`src/rtl/ex_mem_buffer_pkg.sv`:
```
// Shared types for the EX/MEM pipeline buffer: ALU op encoding, decoded control
// bits and the entry handed to the memory stage.
package ex_mem_buffer_pkg;

   localparam int XLEN_PKG = 64;

   typedef enum logic [4:0] {
      ALU_ADD, ALU_SUB, ALU_AND, ALU_OR, ALU_XOR, ALU_SLL, ALU_SRL, ALU_SRA,
      ALU_SLT, ALU_SLTU, ALU_LUI, ALU_AUIPC,
      ALU_BEQ, ALU_BNE, ALU_BLT, ALU_BGE, ALU_BLTU, ALU_BGEU,
      ALU_JAL, ALU_JALR
   } aluop_e;

   typedef struct packed {
      aluop_e     aluop;
      logic       usign;
      logic       memread;
      logic       memwrite;
      logic       regwrite;
      logic [4:0] rd;
   } control_bits;

   typedef struct packed {
      logic [XLEN_PKG-1:0] result;
      logic [XLEN_PKG-1:0] store_data;
      logic [4:0]          rd;
      logic                memread;
      logic                memwrite;
      logic                regwrite;
      logic                usign;
      logic [XLEN_PKG-1:0] pc;
   } ex_mem_entry_t;

   // Conditional branches rely on contiguous BEQ..BGEU encodings.
   function automatic logic is_taken(input aluop_e op, input logic take);
      return ((op >= ALU_BEQ) && (op <= ALU_BGEU) && take) ||
             (op == ALU_JAL) || (op == ALU_JALR);
   endfunction

endpackage

```
`src/rtl/ex_mem_buffer_fifo.sv`:
```
// Small FIFO holding EX/MEM entries; head entry is read straight from storage
// registers so the output has no combinational path from the inputs.
module ex_mem_fifo
   import ex_mem_buffer_pkg::*;
#(
   parameter int DEPTH = 2
) (
   input  logic          clk_i,
   input  logic          rst_ni,
   input  logic          push_i,
   input  logic          pop_i,
   input  ex_mem_entry_t entry_i,
   output ex_mem_entry_t entry_o,
   output logic          ready_o,
   output logic          valid_o
);

   localparam int PW = (DEPTH > 1) ? $clog2(DEPTH) : 1;
   localparam int CW = $clog2(DEPTH + 1);
   localparam logic [PW-1:0] LAST = PW'(DEPTH - 1);
   localparam logic [CW-1:0] FULL = CW'(DEPTH);

   ex_mem_entry_t mem_q [DEPTH];
   logic [PW-1:0] head_q, head_d, tail_q, tail_d;
   logic [CW-1:0] count_q, count_d;
   logic          do_push, do_pop;

   assign ready_o = (count_q < FULL);
   assign valid_o = (count_q != '0);
   assign do_push = push_i && ready_o;
   assign do_pop  = pop_i && valid_o;
   assign entry_o = mem_q[head_q];

   always_comb begin
      head_d  = head_q;
      tail_d  = tail_q;
      count_d = count_q;
      if (do_push) tail_d = (tail_q == LAST) ? '0 : tail_q + 1'b1;
      if (do_pop)  head_d = (head_q == LAST) ? '0 : head_q + 1'b1;
      case ({do_push, do_pop})
         2'b10:   count_d = count_q + 1'b1;
         2'b01:   count_d = count_q - 1'b1;
         default: count_d = count_q;
      endcase
   end

   always_ff @(posedge clk_i or negedge rst_ni) begin
      if (!rst_ni) begin
         head_q  <= '0;
         tail_q  <= '0;
         count_q <= '0;
      end else begin
         head_q  <= head_d;
         tail_q  <= tail_d;
         count_q <= count_d;
      end
   end

   // Payload storage is deliberately left out of reset; valid_o guards it.
   always_ff @(posedge clk_i) begin
      if (do_push) mem_q[tail_q] <= entry_i;
   end

endmodule

```
`src/rtl/ex_mem_buffer.sv`:
```
// EX/MEM pipeline buffer: queues execute results for the memory stage and
// raises a one-cycle front-end redirect for taken branches and jumps.
module ex_mem_buffer
   import ex_mem_buffer_pkg::*;
#(
   parameter int DEPTH = 2,
   parameter int XLEN  = 64
) (
   input  logic            clk,
   input  logic            reset_n,
   input  logic            in_valid,
   output logic            in_ready,
   input  logic [XLEN-1:0] in_result,
   input  logic            in_take_branch,
   input  control_bits     in_ctrl,
   input  logic [XLEN-1:0] in_pc,
   input  logic [XLEN-1:0] in_br_target,
   input  logic [XLEN-1:0] in_store_data,
   output logic            out_valid,
   input  logic            out_ready,
   output ex_mem_entry_t   out_entry,
   output logic            redirect_valid,
   output logic [XLEN-1:0] redirect_pc
);

   logic            push, pop, taken, is_jump;
   logic            redirect_valid_q, redirect_valid_d;
   logic [XLEN-1:0] redirect_pc_q, redirect_pc_d;
   ex_mem_entry_t   entry_d;

   // While a redirect is in flight the incoming instruction is wrong-path.
   assign push    = in_valid && in_ready && !redirect_valid_q;
   assign pop     = out_valid && out_ready;
   assign is_jump = (in_ctrl.aluop == ALU_JAL) || (in_ctrl.aluop == ALU_JALR);
   assign taken   = is_taken(in_ctrl.aluop, in_take_branch);

   always_comb begin
      entry_d            = '0;
      entry_d.result     = is_jump ? (in_pc + XLEN'(4)) : in_result;
      entry_d.store_data = in_store_data;
      entry_d.rd         = in_ctrl.rd;
      entry_d.memread    = in_ctrl.memread;
      entry_d.memwrite   = in_ctrl.memwrite;
      entry_d.regwrite   = in_ctrl.regwrite;
      entry_d.usign      = in_ctrl.usign;
      entry_d.pc         = in_pc;
   end

   always_comb begin
      redirect_valid_d = push && taken;
      redirect_pc_d    = redirect_pc_q;
      if (redirect_valid_d)
         redirect_pc_d = (in_ctrl.aluop == ALU_JALR) ? in_result : in_br_target;
   end

   always_ff @(posedge clk or negedge reset_n) begin
      if (!reset_n) begin
         redirect_valid_q <= 1'b0;
         redirect_pc_q    <= '0;
      end else begin
         redirect_valid_q <= redirect_valid_d;
         redirect_pc_q    <= redirect_pc_d;
      end
   end

   assign redirect_valid = redirect_valid_q;
   assign redirect_pc    = redirect_pc_q;

   ex_mem_fifo #(
      .DEPTH (DEPTH)
   ) u_fifo (
      .clk_i   (clk),
      .rst_ni  (reset_n),
      .push_i  (push),
      .pop_i   (pop),
      .entry_i (entry_d),
      .entry_o (out_entry),
      .ready_o (in_ready),
      .valid_o (out_valid)
   );

endmodule

```
`config.mk`:
```
export PLATFORM = sky130hd
export DESIGN_NAME = ex_mem_buffer
export DESIGN_NICKNAME = d
export VERILOG_FILES = /design/src/rtl/ex_mem_buffer_pkg.sv /design/src/rtl/ex_mem_buffer_fifo.sv /design/src/rtl/ex_mem_buffer.sv
export SDC_FILE = /design/constraint.sdc
export NUM_CORES = 1
export LEC_CHECK = 0
export BUFFER_PORTS_ARGS = -buffer_cell sky130_fd_sc_hd__buf_2
export CAP_MARGIN = 20
export CORE_UTILIZATION = 30
export CTS_CLUSTER_DIAMETER = 50
export DETAILED_ROUTE_END_ITERATION = 10
export SYNTH_ARGS = -nofsm -noshare
export SYNTH_HDL_FRONTEND = slang
export SYNTH_HIERARCHICAL = 1
export SYNTH_SLANG_ARGS = --single-unit
```
`constraint.sdc`:
```
create_clock -name clk -period 15.83 [get_ports clk]
set_clock_uncertainty 0.15 [all_clocks]
set_input_delay 3.166 -clock clk [delete_from_list [all_inputs] [get_ports clk]]
set_output_delay 3.166 -clock clk [all_outputs]
set_load 0.05 [all_outputs]
```
* Word level (Yosys, flattened, before mapping)
Memory sizes are Yosys's and may differ from the RTL's. Index checks and enable logic that the tools add are counted.
Word-level totals: bits in registers 69, latch bits 0, RAM bits 402, ROM bits 0, output and inout port bits 268, word-level logic and storage cells 39, memories kept 1
Operators by class: add/sub/neg operators 5, $mul 0, divide/modulo/power cells 0, $lt $le $gt $ge 3, equality and inequality tests 4, shift operators 0, mux-type cells 7, bitwise operators 0, reductions and logical operators 14
Memories:
- u_fifo.mem_q | depth 2, bits a word 201, rd ports 1, clocked after Yosys merged registers in 0, write ports 1, line ex_mem_buffer_fifo.sv:23 | ex_mem_entry_t mem_q [DEPTH];
Operator list (count):
- $mux W64 | 2
- $add A64 B3 Y64 const B | 1
- $eq A5 B5 Y1 const B | 2
- $logic_and A1 B1 Y1 | 8
- $ge A5 B4 Y1 const B | 1
- $le A5 B5 Y1 const B | 1
- $mux W1 | 4
- $pmux W2 S2 | 1
- $reduce_bool A2 Y1 | 2
- $logic_or A1 B1 Y1 | 3
- $add A1 B1 Y1 const B | 2
- $add A2 B1 Y2 const B | 1
- $eq A2 B1 Y1 const B | 1
- $eq A2 B2 Y1 const B | 1
- $lt A2 B2 Y1 const B | 1
- $sub A2 B1 Y2 const B | 1
- $logic_not A1 Y1 | 1

* Longest topological paths before layout
Gate-level depths: netlist of run 1.
depth after elaboration 6, gate-level depth with buffers 8, mapped depth without buffers 8

* By module
The synthesis of run 1 kept the hierarchy.
Modules (own cells, without submodules):
- ex_mem_fifo | instances 1, cells an instance 642, area each 14719.1 µm², seq. area each 12171.7 µm²
- ex_mem_buffer | instances 1, cells an instance 650, area each 5122.4 µm², seq. area each 1626.6 µm²

* Least setup slack after synthesis of run 1
No wires, ideal clock.
kind in2reg, start in in_valid, end mem u_fifo/mem_q[0][0] (netlist name) (enable), data arrival time 11.842 ns, setup slack 3.072 ns, stages 4, path buffers 0, cell sequence nand2_1 nor2_1 nand2_1 nor2_1
On the way: longest elaborated chain between the ends 5
Ends and longest elaborated chain:
- from (decl) | line ex_mem_buffer.sv:11 | input logic in_valid,
- $logic_and A1 B1 Y1 (2 in series) | line ex_mem_buffer.sv:32 | assign push = in_valid && in_ready && !redirect_valid_q;
- net push | line ex_mem_buffer.sv:26 | logic push, pop, taken, is_jump;
- $logic_and A1 B1 Y1 | line ex_mem_buffer_fifo.sv:30 | assign do_push = push_i && ready_o;
- $mux W1 | line ex_mem_buffer_fifo.sv:61 | if (do_push) mem_q[tail_q] <= entry_i;
- $mux W1 (implied by the code) | line ex_mem_buffer_fifo.sv:61
- to (decl) | line ex_mem_buffer_fifo.sv:23
The timed path passes the listed nets, and every way through them passes these cells.

==> results of run 1 <==
==> layout by cell type, fill, tap and decap left out, types with 52 or more instances in the layout <==
cell type	n
clkbuf_16	62
mux2_2	201
o21ai_0	52
nor2_1	90
buf_2	541
edfxtp_1	402
a21oi_1	64
mux2i_1	65
dfrtp_1	68
nand2_1	75
==> routing by layer <==
layer,GRT usage,vias up,routed length [um]
met5,0,-,55
met4,0.05948,8,1843
met3,0.04442,117,4124
met2,0.2924,460,29490
met1,0.1996,6412,23000
li1,-,6042,-
==> kinds of logic after synthesis <==
group,after synthesis
AO/OA/AOI/OAI,144
adder cells (fa/ha/maj),2
XOR/XNOR,47
buffers and inverters,69
multiplexers,266
AND/OR/NAND/NOR,293
flip-flops,471
==> layout make-up <==
| cell class | count | area, um^2 | area share |
|---|---|---|---|
| repair buffers | 559 | 2843 | 0.1111 |
| clock buffers | 72 | 1639 | 0.06409 |
| flip-flops and latches | 471 | 13800 | 0.5397 |
| well taps | 855 | 1070 | 0.04183 |
| clock inverters | 39 | 488.0 | 0.01908 |
| multi-input cells | 752 | 5695 | 0.2227 |
| diodes | 5 | 12.51 | 0.0004892 |
| inverters | 7 | 26.28 | 0.001027 |
==> report_power, final <==
group | leakage [nW] | internal [mW] | switching (mW)
Clock | 1.04 | 0.877 | 0.538
Combinational | 4.63 | 0.488 | 1.44
Sequential | 4.43 | 1.59 | 0.0971
==> registers in the layout, indices dropped and copies added (netlist names) <==
signal / flops
redirect_valid: 1
u_fifo/tail_q: 1
redirect_pc: 64
u_fifo/mem_q: 402
u_fifo/count_q: 2
u_fifo/head_q: 1
==> per-stage QoR <==
| step | hold WS [ns] | setup WS (ns) | instance area (um^2) | cells | utilization |
|---|---|---|---|---|---|
| floorplan | 0.3115 | 3.072 | 19840 | 1292 | - |
| global placement | 0.3465 | 9.658 | 23440 | 2644 | 0.3609 |
| detailed placement | 0.3546 | 9.486 | 23440 | 2644 | 0.3609 |
| CTS | 0.3674 | 9.006 | 25560 | 2755 | 0.3937 |
| global route | 0.3766 | 8.933 | 25580 | 2760 | 0.3939 |
| finish | 0.3704 | 9.107 | 25580 | 2760 | 0.3939 |
==> worst register-to-register path: stages (launching register included) <==
cell	delay [ns]
dfrtp_1	0.37
inv_1	0.14
nand2_1	0.07
nor2_1	0.16
and3_4	0.63
buf_4	0.70
buf_4	0.82
==> worst paths after layout <==
path                                               start                        endpoint  cells past startpoint
setup / recovery               u_fifo/head_q$_DFFE_PN0P_                  out_entry[109]                      4
hold / removal             u_fifo/count_q[0]$_DFFE_PN0P_   u_fifo/count_q[0]$_DFFE_PN0P_                      1
setup reg to reg           u_fifo/count_q[1]$_DFFE_PN0P_  u_fifo/mem_q[1][146]$_DFFE_PP_                      6
hold reg to reg            u_fifo/count_q[0]$_DFFE_PN0P_   u_fifo/count_q[0]$_DFFE_PN0P_                      1
max in group asynchronous                        reset_n       u_fifo/head_q$_DFFE_PN0P_                      2
min in group asynchronous                        reset_n     redirect_pc[38]$_DFFE_PN0P_                      1
==> impl_metrics.ini, run 1 <==
[sta]
period_share = 0.4247
rsz0062_at_grt = false
relSlewSlack = 0.3784
worstMarginPinSlew_ns = 0.9324
hold_viol = 0
period_minus_slack_ns = 6.723
setup-violations-final = 0
fmaxAchievable_mhz = 148.7
tns_ns = 0
slew_violations = 0

[yosys]
synthAdderAreaFrac = 0.001261
ys.flop_type = edfxtp_1
synthMuxAreaShare = 0.1469
syn-num-nets = 1569
yosys.area.top_type = edfxtp_1
yosysWarnings = 6
yosys-top-cells-area = edfxtp_1 61%, mux2_2 11%, dfrtp_1 8.7%
synth_top_family_by_area = multiplexers
netlist_top_cells_count = 402 x edfxtp_1, 201 x mux2_2, 91 x nor2_1
ys_async_sr_fraction = 0.1465
synthSimpleGateAreaFrac = 0.07756
ys_ff_latch = 471
synthDistinctLibCells = 45
synth_area_um2 = 19840
synth-compound-area-share = 0.03821
synth_xor_xnor_area_share = 0.02075
synth_edf_count = 402
synth_most_common_cell = edfxtp_1
avgSynthCellArea_um2 = 15.36
synth_top_area_share = 0.6084
ys_seq_area_frac = 0.6954
synthCells = 1292

[clocking]
cts_sinks = 471
cts_tree = done
post_cts_resized = 0
cts_hold_buf = 0
cts_setup_buffers = 0
cts_buffers = 59
h-tree-depth = 2
path_clk_slew_ns = 0.05
clk_path_buf_depth = 3
cts_root_buf = clkbuf_16
clk_latency_ns = 0.58

[routing]
drt_wl_total_um = 58520
num_vias = 13039
first_iter_violations = 851
drtAntennaViolNets = 0
avgViaCountPerCell = 4.724
dr.pass1.iters = 5
wl_per_cell_um = 21.20
drcViolationCount = 0

[pwr]
p_total_mw = 5.024
powerDensity_nw_per_um2 = 196.5
p_leak_nw = 10.10
irDropWorstVdd_uv = 131.5

[floorplanning]
initial_core_util = 0.3056
io_pins = 543
die_x_um = 259.2
rows = 93
die_area_um2 = 67170
core_area_um2 = 64930
die_y_um = 259.2

[placed_design]
port_buffers = 542
dpl.hpwl_um = 42660
globalplace.congestion = 0.8161

[setup_path]
required_ns = 12.51
ff2ff_setup_slack_ns = 12.39
start_kind = flip-flop
cp_cell_sequence = buf_4, buf_4, mux2_2, buf_2
max_stage_delay_ns = 0.75
slowest_stage = buf_4
cp_data_arrival_time_ns = 3.41
path_delay_family = buffers and inverters
end_kind = primary output
crit_type = reg2out
cp_num_buf_inv = 3
cp_common_cell = buf_4
crit_fanout = 69

[outcome]
status = completed

[finish]
syn_to_final_growth_pct = 28.90
layout-drive-gt1-share = 0.4679
fillCellCount = 6226
nNetsFinal = 2127

[job]
maxCapViolCount = 0

[global_routing]
antenna_found_initial = 9
grtUsageTotal = 0.1682
grt_pass1_vias = 13653
grt_pass1_wl_um = 84730
grt_max_degree = 75
grt_overflow = 0

[hold_path]
hold_path.class = reg2reg
(Power assumes the default switching activity.)
==> run 2, diff against run 1 <==
Clock period 15.83 ns to 5.9 ns, I/O delays scaled along.
==> impl_metrics.ini, run 2 (synthesized netlist as in run 1, its figures left out) <==
[setup_path]
cp_num_buf_inv = 2
max_stage_delay_ns = 0.99
required_ns = 4.57
crit_type = reg2out
cp_data_arrival_time_ns = 2.74
path_delay_family = flip-flops
crit_fanout = 67
r2r_start = u_fifo/count_q[1]$_DFFE_PN0P_
cp_cell_sequence = buf_12, mux2_2, buf_2
startpoint = u_fifo/head_q$_DFFE_PN0P_
end_kind = primary output
slowest_stage = dfrtp_4
start_kind = flip-flop

[sta]
slew_violations = 0
tns_ns = 0
period_minus_slack_ns = 4.073
finalWorstSetupSlack_ns = 1.827
worstMarginPinSlew_ns = 1.093
hold_slack_ns = 0.3745
relSlewSlack = 0.2643
rsz0062_at_grt = false
period_share = 0.6904
hold_viol = 0
fmaxAchievable_mhz = 245.5
setup-violations-final = 0

[placed_design]
dp_slack_ns = 1.545
dp.cells = 2644
dpl.hpwl_um = 40440
dpl_cell_area_um2 = 23540
port_buffers = 542
globalplace.congestion = 0.8267

[floorplanning]
rows = 93
io_pins = 543
initial_core_util = 0.3056
die_area_um2 = 67170
die_y_um = 259.2
core_area_um2 = 64930
die_x_um = 259.2

[routing]
met2_length_um = 28500
drtAntennaViolNets = 0
wl_met3_um = 4337
avgViaCountPerCell = 4.756
drt_wl_total_um = 57240
drcViolationCount = 0
m1WireLength_um = 22460
first_iter_violations = 781
dr.pass1.iters = 5
num_vias = 13123
wl_per_cell_um = 20.75
top_layer_used = met5

[clocking]
clk_path_buf_depth = 3
path_clk_slew_ns = 0.06
cts_hold_buf = 0
h-tree-depth = 2
cts_buffers = 60
clk_latency_ns = 0.59
cts_sinks = 471
cts_tree = done
cts_setup_buffers = 0
cts_root_buf = clkbuf_16
post_cts_resized = 0

[global_routing]
grt_pass1_vias = 13626
grt_overflow = 0
grt_pass1_wl_um = 83320
grtUsageTotal = 0.1645
antenna_found_initial = 9
grt_max_degree = 130

[finish]
fin_util = 0.3941
syn_to_final_growth_pct = 28.96
multiInputGateArea_um2 = 5695
layout_commonest_cell = buf_2
mostFrequentLayoutCells = 541 x buf_2, 402 x edfxtp_1, 201 x mux2_2
largest-register = u_fifo/mem_q
final_cells = 2759
fillCellCount = 6190
largest_reg_flops = 402
final_area_um2 = 25590
nNetsFinal = 2128
layout-drive-gt1-share = 0.4655
seqCellArea_um2 = 13800

[outcome]
status = completed

[pwr]
p_leak_nw = 10.11
powerDensity_nw_per_um2 = 524.2
irDropWorstVdd_uv = 344.8
p_total_mw = 13.41

[hold_path]
hold_path.class = reg2reg
hold_start = redirect_pc[37]$_DFFE_PN0P_

[job]
maxCapViolCount = 0
run 2: cell types whose count changed in the layout (fill, tap and decap cells not counted), moves of 3 or more:
cell and change:
clkinv_8 -3, buf_4 -8, inv_6 +3, buf_12 +8
clkinvlp_4 -3, clkinv_1 +3
run 2: worst paths after layout:
check | end | slack, ns | depth (start not counted)
min in group asynchronous | redirect_pc[39]$_DFFE_PN0P_ | 0.46 | 1
max in group asynchronous | u_fifo/head_q$_DFFE_PN0P_ | 4.14 | 2
min reg2reg | redirect_pc[37]$_DFFE_PN0P_ | 0.37 | 2
max reg2reg | u_fifo/mem_q[0][144]$_DFFE_PP_ | 2.96 | 6
min | redirect_pc[37]$_DFFE_PN0P_ | 0.37 | 2
max | out_entry[90] | 1.83 | 3
run 2: layer usage:
layer	vias up	GRT usage
li1	6048	-
met1	6459	0.1957
met2	487	0.2833
met3	119	0.04540
met4	10	0.05948
met5	-	0
run 2: area by class of cell:
| class | count | share of cell area |
|---|---|---|
| inverters | 7 | 0.001027 |
| clock buffers | 75 | 0.06445 |
| well taps | 855 | 0.04181 |
| diodes | 3 | 0.0002934 |
| clock inverters | 37 | 0.01545 |
| repair buffers | 559 | 0.1150 |
| multi-input cells | 752 | 0.2226 |
| flip-flops and latches | 471 | 0.5394 |
run 2: worst register-to-register path, delay by kind of cell, from the launching register on:
kind	cells	cell delay, ns
simple gates	4	1.23
flops	1	0.37
buf+inv	2	0.59
run 2: power breakdown:
group | internal, mW | total [mW] | switching [mW]
sequential | 4.25 | 4.53 | 0.272
combinational | 1.34 | 5.20 | 3.86
clock | 2.26 | 3.69 | 1.43
total | 7.85 | 13.4 | 5.56
